===== config.mk =====
export PLATFORM = sky130hd
export DESIGN_NAME = button_debounce
export DESIGN_NICKNAME = d
export VERILOG_FILES = /design/src/rtl/button_pkg.sv /design/src/rtl/button_debounce_if.sv /design/src/rtl/debounce_bit.sv /design/src/rtl/button_debounce.sv
export SDC_FILE = /design/constraint.sdc
export NUM_CORES = 1
export LEC_CHECK = 0
export CAP_MARGIN = 10
export CORE_MARGIN = 2
export CORE_UTILIZATION = 62
export DETAILED_ROUTE_END_ITERATION = 10
export MAX_ROUTING_LAYER = met4
export PLACE_DENSITY = 0.82
export SKIP_LAST_GASP = 1
export SYNTH_ARGS = -nofsm -noshare
export SYNTH_HDL_FRONTEND = slang
export SYNTH_SLANG_ARGS = --single-unit
export TNS_END_PERCENT = 20

===== constraint.sdc =====
create_clock -name clock -period 5.55 [get_ports clock]
set_input_delay 0.555 -clock clock [delete_from_list [all_inputs] [get_ports clock]]
set_output_delay 0.555 -clock clock [all_outputs]
set_load 0.005 [all_outputs]

===== src/rtl/button_pkg.sv =====
// Shared constants for the iceFUN push-button front end.
// Cycle counts are derived from the 12 MHz board clock.
package button_pkg;

  localparam int ICEFUN_NUM_BUTTONS = 4;
  localparam int CLK_HZ             = 12_000_000;
  localparam int DEBOUNCE_MS        = 10;
  localparam int HOLD_MS            = 1000;

  // Converts a duration in milliseconds to clock cycles of the board clock.
  function automatic int ms_to_cycles(input int ms);
    return (CLK_HZ / 1000) * ms;
  endfunction

  localparam int DEBOUNCE_CYCLES_DEFAULT = ms_to_cycles(DEBOUNCE_MS);
  localparam int HOLD_CYCLES_DEFAULT     = ms_to_cycles(HOLD_MS);

endpackage


===== src/rtl/button_debounce_if.sv =====
// Button bundle: raw (pressed = 1) levels in, debounced levels and event
// pulses out. master = debouncer side, slave = pin/user side.
interface button_debounce_if #(
  parameter int N = 4
);
  logic [N-1:0] btn_raw;
  logic [N-1:0] btn_state;
  logic [N-1:0] btn_press;
  logic [N-1:0] btn_release;
  logic [N-1:0] btn_long;

  modport master (
    input  btn_raw,
    output btn_state,
    output btn_press,
    output btn_release,
    output btn_long
  );

  modport slave (
    output btn_raw,
    input  btn_state,
    input  btn_press,
    input  btn_release,
    input  btn_long
  );
endinterface


===== src/rtl/debounce_bit.sv =====
// One debounce channel: 2-flop synchronizer, persistence counter,
// registered press/release pulses and, with LONG_PRESS_EN defined,
// a saturating hold counter producing a single long-press pulse.
// Input bus.btn_raw is already in the "pressed = 1" view.
module debounce_bit
  import button_pkg::*;
#(
  parameter int DEBOUNCE_CYCLES = DEBOUNCE_CYCLES_DEFAULT,
  parameter int HOLD_CYCLES     = HOLD_CYCLES_DEFAULT
) (
  input logic               clock,
  input logic               reset_n,
  button_debounce_if.master bus
);

  localparam int             CW       = $clog2(DEBOUNCE_CYCLES + 1);
  localparam logic [CW-1:0]  CNT_LAST = CW'(DEBOUNCE_CYCLES - 1);

  // Both counts must be at least one cycle for the compare values to exist.
  if (DEBOUNCE_CYCLES < 1 || HOLD_CYCLES < 1) begin : g_param_check
    $error("debounce_bit: DEBOUNCE_CYCLES and HOLD_CYCLES must be >= 1");
  end

  logic          s1_q, s1_d;
  logic          s2_q, s2_d;
  logic          state_q, state_d;
  logic [CW-1:0] cnt_q, cnt_d;
  logic          press_q, press_d;
  logic          release_q, release_d;

  // Next-state: synchronizer shift, persistence count, edge pulses.
  always_comb begin
    s1_d    = bus.btn_raw[0];
    s2_d    = s1_q;
    state_d = state_q;
    cnt_d   = cnt_q;
    if (s2_q == state_q) begin
      cnt_d = '0;
    end else if (cnt_q == CNT_LAST) begin
      state_d = s2_q;
      cnt_d   = '0;
    end else begin
      cnt_d = cnt_q + CW'(1);
    end
    press_d   = state_d & ~state_q;
    release_d = ~state_d & state_q;
  end

  // Channel registers; reset leaves the synchronizer at "not pressed".
  always_ff @(posedge clock or negedge reset_n) begin
    if (!reset_n) begin
      s1_q      <= 1'b0;
      s2_q      <= 1'b0;
      state_q   <= 1'b0;
      cnt_q     <= '0;
      press_q   <= 1'b0;
      release_q <= 1'b0;
    end else begin
      s1_q      <= s1_d;
      s2_q      <= s2_d;
      state_q   <= state_d;
      cnt_q     <= cnt_d;
      press_q   <= press_d;
      release_q <= release_d;
    end
  end

  assign bus.btn_state   = state_q;
  assign bus.btn_press   = press_q;
  assign bus.btn_release = release_q;

`ifdef LONG_PRESS_EN
  // The counter saturates at HOLD_CYCLES, so the value HOLD_CYCLES-1 is
  // seen for exactly one cycle per press; the registered pulse follows it.
  localparam int             HW        = $clog2(HOLD_CYCLES + 1);
  localparam logic [HW-1:0]  HOLD_MAX  = HW'(HOLD_CYCLES);
  localparam logic [HW-1:0]  HOLD_LAST = HW'(HOLD_CYCLES - 1);

  logic [HW-1:0] hold_q, hold_d;
  logic          long_q, long_d;

  // Hold count advances only while the debounced level is pressed.
  always_comb begin
    hold_d = hold_q;
    long_d = 1'b0;
    if (!state_q) begin
      hold_d = '0;
    end else begin
      if (hold_q != HOLD_MAX) hold_d = hold_q + HW'(1);
      long_d = (hold_q == HOLD_LAST);
    end
  end

  // Hold counter and long-press pulse registers.
  always_ff @(posedge clock or negedge reset_n) begin
    if (!reset_n) begin
      hold_q <= '0;
      long_q <= 1'b0;
    end else begin
      hold_q <= hold_d;
      long_q <= long_d;
    end
  end

  assign bus.btn_long = long_q;
`else
  assign bus.btn_long = 1'b0;
`endif

endmodule


===== src/rtl/button_debounce.sv =====
// iceFUN push-button front end: polarity correction plus one debounce
// channel per button. Optional long-press detection is built when the
// LONG_PRESS_EN macro is defined; otherwise btn_long is held at 0.
module button_debounce
  import button_pkg::*;
#(
  parameter int NUM_BUTTONS     = ICEFUN_NUM_BUTTONS,
  parameter int DEBOUNCE_CYCLES = DEBOUNCE_CYCLES_DEFAULT,
  parameter bit ACTIVE_LOW      = 1'b1,
  parameter int HOLD_CYCLES     = HOLD_CYCLES_DEFAULT
) (
  input  logic                   clock,
  input  logic                   reset_n,
  input  logic [NUM_BUTTONS-1:0] btn_raw,
  output logic [NUM_BUTTONS-1:0] btn_state,
  output logic [NUM_BUTTONS-1:0] btn_press,
  output logic [NUM_BUTTONS-1:0] btn_release,
  output logic [NUM_BUTTONS-1:0] btn_long
);

  for (genvar i = 0; i < NUM_BUTTONS; i++) begin : g_ch
    button_debounce_if #(.N(1)) ch_if ();

    // Internal view is always pressed = 1.
    assign ch_if.btn_raw   = btn_raw[i] ^ ACTIVE_LOW;
    assign btn_state[i]    = ch_if.btn_state[0];
    assign btn_press[i]    = ch_if.btn_press[0];
    assign btn_release[i]  = ch_if.btn_release[0];
    assign btn_long[i]     = ch_if.btn_long[0];

    debounce_bit #(
      .DEBOUNCE_CYCLES (DEBOUNCE_CYCLES),
      .HOLD_CYCLES     (HOLD_CYCLES)
    ) u_bit (
      .clock   (clock),
      .reset_n (reset_n),
      .bus     (ch_if.master)
    );
  end

endmodule


==> metrics.txt <==
pre-CTS setup slack around 3.4 ns; xor/xnor cell area share of the yosys netlist 12.9%; residual DRC count 2; post-CTS resize count 0; fmax 455 MHz; Reg-to-Reg Start g_ch[1].u_bit.cnt_q[0]; Rel. slew slack between 20% and 30%; Int Pwr roughly 840 µW; leading cell type in the layout, fill and taps excluded dfrtp_1; post-DP HPWL approximately 4.6 mm; max_cap viols 0; Layout Nets ~420; Hold Path Class flop to flop; Worst Clk Skew between 0.006 and 0.007 ns; slowest stage cell, crit path o31ai_2; setup ws final about 3.4 ns; Worst setup SP type flop; CTS tree built; HP Start g_ch[3].u_bit.s1_q; main combinational cell family by area after synthesis simple AND/OR/NAND/NOR gates; CTS root buf clkbuf_8; failing checks design-rule violations; Synth Area in Adders 1.20%; NetSw around 250 µW; RSZ-0062 raised after global routing false; post-synthesis mux area share 1.17%; Hold Crit Depth 0; largest net degree at the start of global routing between 80 and 90; Cells after Synth around 400; sw frac 22.7%; full die area around 7400 µm²; Clk pwr share 35.3%; buffers and inverters on the worst path 0; Worst-path clk slew around 0.080 ns; CTS Hold Bufs 0; Synth Area in Simple Gates between 20% and 30%; Setup TNS 0 ns; Worst-Margin Slew 1.06 ns; DR WL/cell approximately 14 µm; crit-path cells ha_1 -> and4_1 -> nand2_1 -> o31ai_2 -> nor2_1; LEAKAGE approximately 0.0018 µW; 1st-iter DRT viols a little under 200; Post-Syn Area 4160 µm²; Reg2Reg Setup Slack 3.35 ns; Mapped Avg Cell Area slightly above 10 µm²; vias in the first global route around 2,700; buffers added on ports 17; core area 6420 µm²; WHS Endpoint g_ch[3].u_bit.s2_q; Worst Setup End Kind flop; ANT cells 0; first-pass GRT wire length ~12 mm; drt total wl roughly 7 mm; GRT Resource Usage Total between 20% and 30%; Seq cells post-synth a little under 90; Worst-Skew Late Latency around 0.35 ns; endpoints failing setup 0; Max Buffers Root-to-Sink 2; die height between 80 and 90 µm; Min Clock Period, post-route around 2.2 ns; FF-to-FF End g_ch[1].u_bit.cnt_q[3]; most frequent cells in the layout dfrtp_1, nor2_1, xnor2_1; Crit Path Max Fanout 16; Num Clock Sinks between 80 and 90; DR vias/cell approximately 6; DR vias 2,857; Combinational Power Share approximately 3.7%; H-tree Lvls 3; crit path kind flop to flop; Yosys cell types 37; WHS 0.352 ns; antenna-violating nets left 0; crit share post-route around two fifths; Req. time, crit path between 5 and 6 ns; Finished Core Util 69.1%; post-synthesis compound-gate area fraction under 10%; worst path arrival time between 2 and 2.5 ns; TritonRoute pass-1 iters 7; DIE WIDTH ~86 µm; Worst R2R Path Depth 5; maximum vdd drop around 0.20 mV; post-synthesis sequential area ratio between 50% and 60%; outcome finished, violations left; Synth-to-Final Area Change 6.71%; initial antenna violation count 0; global route total overflow 0; max incr delay on CP about 0.91 ns; cell family with most CP delay compound AO/OA/AOI/OAI gates; post-CTS setup repair buffer count 0; IO Pins 22; Yosys warning total 0; proportion of layout cells with a drive suffix above 1 about 5.8%; clock buffer count from CTS 9; PwrDens 244 nW/µm²; Pins Over Slew Limit 0; sequential share of power between 60% and 70%; Final Wtd Congestion around 0.91; Initial Utilization about two thirds; row count 29; Hold Vio Cnt, Final 0
## state kept, by name (all words and copies together), names as in the netlist
register,count
g_ch.u_bit.bus.btn_press,4
g_ch.u_bit.s2_q,4
g_ch.u_bit.cnt_q,68
g_ch.u_bit.s1_q,4
g_ch.u_bit.bus.btn_state,4
g_ch.u_bit.bus.btn_release,4
## power by group through the flow
stage          Clock, µW  Combinational, µW  Sequential (µW)
5_1_grt              426               46.9              661
3_3_place_gp           0               40.5              672
4_1_cts              396               41.3              660
3_5_place_dp           0               40.8              672
6_report             382               40.0              660
2_1_floorplan          0               24.2              670
## per-layer routing
metal / GRT usage, % / vias up / part of all wire [%]
li1: - / 1373 / -
met1: 26.6 / 1389 / 45
met2: 34.0 / 80 / 48
met3: 6.54 / 15 / 4.8
met4: 7.22 / 0 / 1.5
met5: - / - / 0
## logic make-up (layout without fill, tap and decap cells)
group           count (synthesis)  in the layout
other cells                     1              4
compound gates                  9              9
flops                          88             88
xor+xnor                       61             61
buf+inv                        38             46
mux                             4              4
simple gates                  196            196
fa+ha+maj                       4              4
## per-stage QoR
stage	area, µm²	power (µW)	instances
6_report	4440	1080	489
5_1_grt	4440	1130	489
4_1_cts	4440	1100	489
3_5_place_dp	4270	713	473
3_3_place_gp	4270	712	473
2_1_floorplan	4170	695	404
## how the worst max path moves through the flow
stage | end | cells after the start | slack (ns) | start
2_1_floorplan | g_ch[2].u_bit.bus.btn_state | 3 | 3.70 | g_ch[2].u_bit.cnt_q[11]
3_3_place_gp | g_ch[1].u_bit.cnt_q[4] | 5 | 3.47 | g_ch[1].u_bit.cnt_q[0]
3_5_place_dp | g_ch[1].u_bit.cnt_q[13] | 5 | 3.37 | g_ch[1].u_bit.cnt_q[0]
4_1_cts | g_ch[1].u_bit.cnt_q[3] | 5 | 3.38 | g_ch[1].u_bit.cnt_q[0]
5_1_grt | g_ch[1].u_bit.cnt_q[4] | 5 | 3.15 | g_ch[1].u_bit.cnt_q[0]
6_report | g_ch[1].u_bit.cnt_q[3] | 5 | 3.35 | g_ch[1].u_bit.cnt_q[0]
## final cells by class
class | count | area (µm²)
tap | 77 | 96.3
clock inverter | 3 | 17.5
clock buffer | 13 | 149
timing repair buffer | 17 | 168
inverter | 13 | 48.8
multi-input combinational | 278 | 1750
fill | 481 | 1990
sequential | 88 | 2200
## cell usage after synthesis
cell type | instances | share of area, %
and3_1 | 3 | 0.45
mux2_2 | 3 | 0.81
xnor2_1 | 38 | 8.0
xor2_1 | 23 | 4.8
nor3b_1 | 11 | 2.0
a31o_2 | 1 | 0.21
nand4bb_1 | 1 | 0.27
or2_2 | 1 | 0.15
nor4bb_1 | 2 | 0.48
conb_1 | 1 | 0.090
nand2_4 | 1 | 0.27
or4_4 | 1 | 0.27
and4_1 | 9 | 1.9
or4bb_1 | 1 | 0.27
nor4_1 | 14 | 2.1
nor4b_1 | 1 | 0.21
o21ai_0 | 3 | 0.36
ha_1 | 4 | 1.2
nand3_1 | 20 | 2.4
buf_2 | 1 | 0.12
and2_1 | 3 | 0.45
buf_6 | 1 | 0.27
inv_1 | 13 | 1.2
clkbuf_1 | 7 | 0.63
o31ai_2 | 1 | 0.30
or3_1 | 6 | 0.90
or4b_1 | 1 | 0.24
dfrtp_1 | 88 | 53
nor3_1 | 12 | 1.4
nor2_1 | 68 | 6.1
o21ai_1 | 1 | 0.12
nand4_1 | 25 | 3.8
mux2_4 | 1 | 0.36
a21oi_1 | 3 | 0.36
and3_2 | 1 | 0.18
buf_4 | 16 | 2.9
nand2_1 | 15 | 1.4
No activity file was read; power rests on OpenSTA's default activity.
==> RTL edit: new RTL, same flow settings <==
Change the package constant `DEBOUNCE_MS` from 10 to 5.
--- a/src/rtl/button_pkg.sv
+++ b/src/rtl/button_pkg.sv
@@ -4,7 +4,7 @@
 
   localparam int ICEFUN_NUM_BUTTONS = 4;
   localparam int CLK_HZ             = 12_000_000;
-  localparam int DEBOUNCE_MS        = 10;
+  localparam int DEBOUNCE_MS        = 5;
   localparam int HOLD_MS            = 1000;
 
   // Converts a duration in milliseconds to clock cycles of the board clock.
Formal check against the unedited RTL: same outputs for any inputs over 10 cycles, from zero or initial values and one cycle with reset_n low; that may be too few to reach the edited logic, so the function may still have changed.
==> RTL edit against the original RTL <==
Critical path depth shrank 2; worst setup slack gained 0.21 ns; core utilization fell by 0.60 points; synthesized area is 4.0% lower; final area shrank 3.1%; routed wire length is 6.4% lower; sequential cell count down 4; total power rose by 2.7%; global-route usage decreased by 0.89 points; combinational power decreased by 2%; critical endpoint is now g_ch[1].u_bit.bus.btn_state$_DFF_PN0_; largest cell class unchanged.
==> RTL edit: results (changes against the original RTL) <==
stage;metric;value;unit;change
grt;met2 routing resource usage after global routing;32.9;%;was 34.0%
yosys;sequential fraction of the synthesis area;52.7;%;was 53.0%
grt;vias in the first global route;2556;;was 2696
placement;dpl cells;454;;was 473
route;routed length per instance;13.9;um;was 14.3 um
finish;sequential cell area;2100;um2;was 2200 um2
run_status;result of the run;complete, no violations;;was complete, but fails checks
placement;area post-placement;4100;um2;was 4270 um2
grt;pin count of the biggest net entering global routing;85;;was 89
finish;clock tree buffer count of the final layout;14;;was 13
route;wire length on met1;2980;um;was 3160 um
pwr;Peak supply drop;0.000203;V;was 0.000204 V
worst_hold_path;Hold Path Origin;g_ch[0].u_bit.s1_q$_DFF_PN0_;;was g_ch[3].u_bit.s1_q$_DFF_PN0_
pwr;leakage power;1.79;nW;was 1.81 nW
route;amount of wire on met3 after detailed routing;273;um;was 333 um
grt;total routing resource utilization after global routing;20.6;%;was 21.5%
finish;final cell utilization of the core;68.5;%;was 69.1%
finish;share of the final layout cell area in multi-input gates;39.1;%;was 39.5%
critical_path;destination of the worst register-to-register timing path;g_ch[1].u_bit.bus.btn_state$_DFF_PN0_;;was g_ch[1].u_bit.cnt_q[3]$_DFF_PN0_
grt;met3 Usage GRT;6.59;%;was 6.54%
worst_hold_path;end point of the most critical hold path;g_ch[0].u_bit.s2_q$_DFF_PN0_;;was g_ch[3].u_bit.s2_q$_DFF_PN0_
finish;non-clock buffer share of cell area;3.90;%;was 3.78%
critical_path;launch point of the worst reg-to-reg path;g_ch[1].u_bit.cnt_q[12]$_DFF_PN0_;;was g_ch[1].u_bit.cnt_q[0]$_DFF_PN0_
yosys;post-synth cell types;40;;was 37
yosys;most frequent cells after synthesis;sky130_fd_sc_hd__dfrtp_1, sky130_fd_sc_hd__nor2_1, sky130_fd_sc_hd__xnor2_1;;unchanged
route;length of the first detailed-routing pass in iterations;4;;was 7
route;violation count after the first detailed-route iteration;177;;was 193
yosys;share of cell area taken by muxes after synthesis;1.32;%;was 1.17%
yosys;share of the synthesized netlist area taken by xor and xnor gates;12.3;%;was 12.9%
finish;multi-input gates;263;;was 278
route;Vias/cell;5.75;;was 5.84
finish;Net count, final;398;;was 417
finish;clk tree area frac;4.72;%;was 3.75%
grt;global-route wire length before repair;11400;um;was 12100 um
timing;Worst Clk Skew;0.00287;ns;was 0.00671 ns
grt;global routing met1 resource utilization;25.3;%;was 26.6%
critical_path;cell depth of the worst flop-to-flop path;3;;was 5
timing;remaining max-slew budget at the tightest pin;33.1;%;was 28.8%
finish;Filler cells;465;;was 481
==> RTL edit: changes by cell type in the layout (fill, tap and decap cells not counted), sizes merged, moves of 3 or more <==
cell | before | now
and3 | 4 | 1
nor2 | 68 | 64
nand2b | 0 | 4
or4 | 1 | 4
or3 | 6 | 1
o21ai | 4 | 1
dfrtp | 88 | 84
nor3b | 11 | 8
nor3 | 12 | 8
xnor2 | 38 | 31
==> RTL edit: critical path, stage by stage (launching register included) <==
cell                      delay, ns
sky130_fd_sc_hd__dfrtp_1       0.42
sky130_fd_sc_hd__or4b_1        0.54
sky130_fd_sc_hd__or4_4         0.59
sky130_fd_sc_hd__mux2_4        0.32
==> RTL edit: power breakdown <==
group / leakage (nW) / switching, mW / total, mW / internal, mW
clock network: 0.103 / 0.197 / 0.440 / 0.243
registers: 1.15 / 0.0104 / 0.632 / 0.622
logic: 0.538 / 0.0263 / 0.0391 / 0.0128
